**config.mk**
```make
export PLATFORM = sky130hd
export DESIGN_NAME = biquad_df1
export DESIGN_NICKNAME = d
export VERILOG_FILES = /design/src/rtl/biquad_df1.sv
export SDC_FILE = /design/constraint.sdc
export NUM_CORES = 2
export LEC_CHECK = 0
export BUFFER_PORTS_ARGS = -buffer_cell sky130_fd_sc_hd__buf_2
export CAP_MARGIN = 20
export CELL_PAD_IN_SITES_DETAIL_PLACEMENT = 1
export CELL_PAD_IN_SITES_GLOBAL_PLACEMENT = 2
export CORE_MARGIN = 5
export CORE_UTILIZATION = 42
export CTS_CLUSTER_SIZE = 10
export DETAILED_ROUTE_END_ITERATION = 12
export MAX_ROUTING_LAYER = met4
export PLACE_DENSITY = 0.86
export SYNTH_ARGS = -nofsm -noshare
export SYNTH_HDL_FRONTEND = slang
export SYNTH_SLANG_ARGS = --single-unit
export TNS_END_PERCENT = 5
```
**constraint.sdc**
```tcl
create_clock -name clk -period 32.5 [get_ports clk]
set_clock_uncertainty 0.2 [all_clocks]
set_input_delay 3.25 -clock clk [delete_from_list [all_inputs] [get_ports clk]]
set_output_delay 3.25 -clock clk [all_outputs]
set_load 0.005 [all_outputs]
```
**src/rtl/biquad_df1.sv**
```systemverilog
// Direct-form-I biquad with one time-multiplexed multiplier (five MAC cycles per sample).
// Define BIQUAD_DF1_SAT_EN to clamp results to the signed BITWIDTH range instead of wrapping.
module biquad_df1 #(
  parameter int BITWIDTH = 32,
  parameter int COEFW    = 18,
  parameter int FRAC     = 16
) (
  input  logic                       clk,
  input  logic                       rst_n,
  input  logic                       in_valid,
  output logic                       in_ready,
  input  logic signed [BITWIDTH-1:0] sig_in,
  input  logic signed [COEFW-1:0]    b0,
  input  logic signed [COEFW-1:0]    b1,
  input  logic signed [COEFW-1:0]    b2,
  input  logic signed [COEFW-1:0]    a1,
  input  logic signed [COEFW-1:0]    a2,
  output logic                       out_valid,
  input  logic                       out_ready,
  output logic signed [BITWIDTH-1:0] sig_out
);

  localparam int PRODW = BITWIDTH + COEFW;
  localparam int ACCW  = BITWIDTH + COEFW + 3;

  typedef enum logic [1:0] {
    IDLE = 2'd0,
    MAC  = 2'd1,
    OUT  = 2'd2
  } state_t;

  state_t state_r, state_next_s;

  logic signed [BITWIDTH-1:0] x0_r, x1_r, x2_r, y1_r, y2_r;
  logic signed [COEFW-1:0]    b0_r, b1_r, b2_r, a1_r, a2_r;
  logic signed [ACCW-1:0]     acc_r;
  logic [2:0]                 tap_r;

  logic signed [COEFW-1:0]    mul_coef_s;
  logic signed [BITWIDTH-1:0] mul_samp_s;
  logic                       mul_neg_s;
  logic signed [PRODW-1:0]    product_s;
  logic signed [ACCW-1:0]     prod_ext_s;
  logic signed [ACCW-1:0]     term_s;
  logic signed [BITWIDTH-1:0] result_s;

  // Operand select for the shared multiplier; feedback taps are subtracted.
  always_comb begin
    mul_coef_s = '0;
    mul_samp_s = '0;
    mul_neg_s  = 1'b0;
    case (tap_r)
      3'd0: begin mul_coef_s = b0_r; mul_samp_s = x0_r; end
      3'd1: begin mul_coef_s = b1_r; mul_samp_s = x1_r; end
      3'd2: begin mul_coef_s = b2_r; mul_samp_s = x2_r; end
      3'd3: begin mul_coef_s = a1_r; mul_samp_s = y1_r; mul_neg_s = 1'b1; end
      3'd4: begin mul_coef_s = a2_r; mul_samp_s = y2_r; mul_neg_s = 1'b1; end
      default: begin mul_coef_s = '0; mul_samp_s = '0; mul_neg_s = 1'b0; end
    endcase
  end

  // Negation happens at accumulator width so the most negative product cannot overflow.
  always_comb begin
    product_s  = mul_coef_s * mul_samp_s;
    prod_ext_s = ACCW'(product_s);
    if (mul_neg_s) begin
      term_s = -prod_ext_s;
    end else begin
      term_s = prod_ext_s;
    end
  end

`ifdef BIQUAD_DF1_SAT_EN
  logic signed [ACCW-1:0] shifted_s;
  logic signed [ACCW-1:0] max_s;
  logic signed [ACCW-1:0] min_s;

  // Arithmetic shift then clamp to the representable output range.
  always_comb begin
    shifted_s = acc_r >>> FRAC;
    max_s     = {{(ACCW-BITWIDTH+1){1'b0}}, {(BITWIDTH-1){1'b1}}};
    min_s     = {{(ACCW-BITWIDTH+1){1'b1}}, {(BITWIDTH-1){1'b0}}};
    if (shifted_s > max_s) begin
      result_s = {1'b0, {(BITWIDTH-1){1'b1}}};
    end else if (shifted_s < min_s) begin
      result_s = {1'b1, {(BITWIDTH-1){1'b0}}};
    end else begin
      result_s = shifted_s[BITWIDTH-1:0];
    end
  end
`else
  // Low BITWIDTH bits of the shifted accumulator: plain two's-complement wrap.
  always_comb begin
    result_s = acc_r[FRAC+BITWIDTH-1:FRAC];
  end
`endif

  // Next-state logic; in_ready is gated by rst_n so it reads 0 throughout reset.
  always_comb begin
    state_next_s = state_r;
    in_ready     = 1'b0;
    case (state_r)
      IDLE: begin
        in_ready = rst_n;
        if (in_valid) begin
          state_next_s = MAC;
        end else begin
          state_next_s = IDLE;
        end
      end
      MAC: begin
        if (tap_r == 3'd5) begin
          state_next_s = OUT;
        end else begin
          state_next_s = MAC;
        end
      end
      OUT: begin
        if (out_ready) begin
          state_next_s = IDLE;
        end else begin
          state_next_s = OUT;
        end
      end
      default: begin
        state_next_s = IDLE;
        in_ready     = 1'b0;
      end
    endcase
  end

  // State register.
  always_ff @(posedge clk) begin
    if (!rst_n) begin
      state_r <= IDLE;
    end else begin
      state_r <= state_next_s;
    end
  end

  // Datapath: latch on accept, accumulate taps 0..4, then commit result and shift history.
  always_ff @(posedge clk) begin
    if (!rst_n) begin
      x0_r <= '0; x1_r <= '0; x2_r <= '0; y1_r <= '0; y2_r <= '0;
      b0_r <= '0; b1_r <= '0; b2_r <= '0; a1_r <= '0; a2_r <= '0;
      acc_r     <= '0;
      tap_r     <= 3'd0;
      sig_out   <= '0;
      out_valid <= 1'b0;
    end else begin
      case (state_r)
        IDLE: begin
          if (in_valid) begin
            x0_r  <= sig_in;
            b0_r  <= b0; b1_r <= b1; b2_r <= b2; a1_r <= a1; a2_r <= a2;
            acc_r <= '0;
            tap_r <= 3'd0;
          end
        end
        MAC: begin
          if (tap_r == 3'd5) begin
            sig_out   <= result_s;
            out_valid <= 1'b1;
            x2_r      <= x1_r;
            x1_r      <= x0_r;
            y2_r      <= y1_r;
            y1_r      <= result_s;
          end else begin
            acc_r <= acc_r + term_s;
            tap_r <= tap_r + 3'd1;
          end
        end
        OUT: begin
          if (out_ready) begin
            out_valid <= 1'b0;
          end
        end
        default: begin
          out_valid <= 1'b0;
        end
      endcase
    end
  end

endmodule
```
==> results.sh <==
export IMPL_synthDominantAreaCellType="sky130_fd_sc_hd__fa_1"
export IMPL_final_layout_size_suffix_gt1_frac=0.0797
export IMPL_post_cts_hold_buffer_count=0
export IMPL_synth_most_common_cell="sky130_fd_sc_hd__nand2_1"
export IMPL_synth_largest_type_area_fraction=0.303
export IMPL_core_area_um2=84000
export IMPL_wl_um=134000
export IMPL_setup_crit_end_kind="flip-flop"
export IMPL_ir_drop_uv=32.6
export IMPL_status="finished clean"
export IMPL_timing_final_crit_share=0.423
export IMPL_die_area_um2=90700
export IMPL_grt_pass1_vias=32722
export IMPL_gp_routability_congestion=0.971
export IMPL_cts_buffer_depth=3
export IMPL_dieHeight_um=301
export IMPL_timing_critical_path_slowest_stage_cell="sky130_fd_sc_hd__and2_1"
export IMPL_finalPower_mw=1.42
export IMPL_synthTopCellsByCount="sky130_fd_sc_hd__nand2_1 (1015), sky130_fd_sc_hd__inv_1 (627), sky130_fd_sc_hd__fa_1 (540), sky130_fd_sc_hd__dfxtp_1 (304), sky130_fd_sc_hd__a21boi_0 (254)"
export IMPL_vias=30790
export IMPL_grt_first_pass_wirelength_um=203000
export IMPL_setup_repair_after_global_routing_missed_its_margin="false"
export IMPL_most_area_consuming_cells_after_synthesis="sky130_fd_sc_hd__fa_1 (30%), sky130_fd_sc_hd__dfxtp_1 (17%), sky130_fd_sc_hd__nand2_1 (11%), sky130_fd_sc_hd__inv_1 (6.6%), sky130_fd_sc_hd__ha_1 (6.0%)"
export IMPL_synth_simple_gate_area_share=0.180
export IMPL_report_final_slew_viol_count=0
export IMPL_synth_compound_gate_area_share=0.157
export IMPL_ys_seq_elements=304
export IMPL_setup_violations=0
export IMPL_synth_edff_count=0
export IMPL_critical_path_top_delay_family="adder cells"
export IMPL_synth_seq_area_share=0.171
export IMPL_drt_pass1_iter_count=6
export IMPL_post_synth_num_cell_types=92
export IMPL_insertion_delay_ps=590
export IMPL_path_common_cell="sky130_fd_sc_hd__fa_1"
export IMPL_grt_max_degree=236
export IMPL_tritoncts_num_buffers=39
export IMPL_die_w_um=301
export IMPL_finalHoldViolCount=0
export IMPL_combinational_family_with_the_most_area_after_synthesis="adder cells"
export IMPL_ctsResizeCount=0
export IMPL_area_share_of_xor_xnor_cells_in_the_synthesized_design=0.0344
export IMPL_design_area_um2=38700
export IMPL_cp_buffers_inverters=7
export IMPL_path_class="reg -> reg"
export IMPL_share_of_cell_area_taken_by_muxes_after_synthesis=0.00112
export IMPL_cpPeakStageDelay_ps=1010
export IMPL_detail_route_drc_violations=0
export IMPL_cp_data_arrival_time_ps=13990
export IMPL_wl_per_cell_um=24.4
export IMPL_type_of_origin_of_the_critical_path="flip-flop"
export IMPL_synthToLayoutAreaGrowth_pct=8.75
export IMPL_synth_cell_area_um2=35600
export IMPL_initial_utilization=0.424
export IMPL_cts_htree_levels=2
export IMPL_hpwl_um=105000
export IMPL_min_path_type="reg -> reg"
export IMPL_cellLeakagePower_nw=17.1
export IMPL_power_density_cell_area_nw_per_um2=36.6
export IMPL_via_per_inst=5.60
export IMPL_syn_mean_instance_area_um2=8.24
export IMPL_io_pins=160
export IMPL_synth_warning_count=0
export IMPL_clock_tree_root_cell="sky130_fd_sc_hd__clkbuf_16"
export IMPL_critPathRequiredTime_ps=32730
export IMPL_clock_tree_from_tritoncts="done"
export IMPL_placement_rows=106
export IMPL_cap_viol_max_count=0
export IMPL_max_slew_worst_pin_slew_ps=1240
export IMPL_detailedRoute_firstIterationViolations=2571
export IMPL_grt_antenna_before_repair=1
export IMPL_path_clk_slew_ps=60
export IMPL_cell_area_placed_um2=37600
export IMPL_postCtsSetupBuffers=0
export IMPL_grtUsageTotal=0.301
export IMPL_drtAntennaViolNets=0
export IMPL_port_buffers=159
export IMPL_synth_net_count=5159
export IMPL_top_fanout_value_on_the_critical_path=49
export IMPL_synthAdderAreaFrac=0.364
export IMPL_tritoncts_num_sinks=304
export IMPL_ys_flop_type="sky130_fd_sc_hd__dfxtp_1"
export IMPL_period_minus_slack_ps=13760
export IMPL_gr_total_overflow=0
export IMPL_fmaxAchievable_ghz=0.0727
export IMPL_layout_nets=5191
export IMPL_final_layout_setup_total_negative_slack_ps=0
export IMPL_synthesis_instances=4322
export IMPL_max_slew_margin_rel=0.171
export IMPL_async_set_or_reset_register_ratio_after_synthesis=0
[layout make-up]
| class | count | area [µm²] |
|---|---|---|
| fillers | 10105 | 45200 |
| inverters | 628 | 2360 |
| well taps | 1134 | 1420 |
| clock buffers | 46 | 1020 |
| flip-flops and latches | 304 | 6090 |
| multi-input cells | 3145 | 26300 |
| clock inverters | 9 | 135 |
| diodes | 1 | 2.50 |
| repair buffers | 236 | 1400 |
[cell usage in the layout, fill, tap and decap left out, types with 20 or more instances in the layout]
master,synthesis,routed
sky130_fd_sc_hd__and2_1,31,29
sky130_fd_sc_hd__a31oi_1,20,20
sky130_fd_sc_hd__inv_1,627,627
sky130_fd_sc_hd__fa_1,540,540
sky130_fd_sc_hd__a21boi_0,254,254
sky130_fd_sc_hd__a21oi_1,104,102
sky130_fd_sc_hd__ha_1,171,168
sky130_fd_sc_hd__xnor2_1,84,84
sky130_fd_sc_hd__nand3_1,28,27
sky130_fd_sc_hd__o21ai_1,17,27
sky130_fd_sc_hd__nand2_1,1015,1014
sky130_fd_sc_hd__dfxtp_1,304,303
sky130_fd_sc_hd__nand4_1,25,25
sky130_fd_sc_hd__nor2_1,209,206
sky130_fd_sc_hd__o21ai_0,98,82
sky130_fd_sc_hd__a22oi_1,77,77
sky130_fd_sc_hd__nor2b_1,40,39
sky130_fd_sc_hd__xor2_1,56,56
sky130_fd_sc_hd__a222oi_1,42,42
sky130_fd_sc_hd__buf_4,0,75
sky130_fd_sc_hd__and3_1,64,64
sky130_fd_sc_hd__nor3_1,26,26
sky130_fd_sc_hd__o21a_1,28,28
sky130_fd_sc_hd__buf_2,15,158
sky130_fd_sc_hd__a21o_1,46,46
sky130_fd_sc_hd__clkbuf_16,0,39
[power breakdown]
part / switching, mW / leakage (nW) / internal (mW)
logic: 0.400 / 14.0 / 0.206
clock network: 0.173 / 0.562 / 0.233
registers: 0.0150 / 2.47 / 0.389
[per-stage QoR]
stage	worst slack, ps	hold slack (ps)	cells	utilization
after floorplan	21580	243	4322	-
after global placement	18820	252	5445	0.447
after detailed placement	18910	259	5447	0.448
after CTS	18870	235	5502	0.461
after global routing	18240	274	5502	0.461
final	18740	244	5503	0.461
[routing by layer]
layer  part of all wire  track usage  vias up
li1                   -            -    13763
met1               0.43        0.393    15695
met3              0.064       0.0399      268
met4              0.039       0.0930        0
met5                  0            -        -
met2               0.47        0.490     1064
[path summary, 6_finish.rpt]
kind	slack [ps]	depth (start not counted)	startpoint	to
max	18740	40	tap_r[2]	acc_r[47]
min	240	2	x1_r[12]	x2_r[12]
max reg2reg	18740	40	tap_r[2]	acc_r[47]
min reg2reg	240	2	x1_r[12]	x2_r[12]
[logic make-up after synthesis]
logic type | count (synthesis)
simple gates | 1505
buf+inv | 873
compound gates | 785
fa+ha+maj | 711
flops | 304
xor+xnor | 140
mux | 4
[worst reg2reg max path: cells and delay by family (launching register included)]
| family | cells | cell delay [ps] |
|---|---|---|
| buf+inv | 7 | 1730 |
| simple gates | 7 | 2880 |
| compound gates | 15 | 3740 |
| fa+ha+maj | 8 | 3760 |
| flops | 1 | 720 |
| xor+xnor | 3 | 560 |
[sequential cells by signal, summed over array words and instances, names as in the netlist]
name / cells
x0_r: 32
y1_r: 32
a1_r: 18
b0_r: 18
acc_r: 48
y2_r: 32
x1_r: 32
tap_r: 3
a2_r: 18
b2_r: 18
state_r: 2
out_valid: 1
b1_r: 18
x2_r: 32
(Power assumes the default switching activity.)
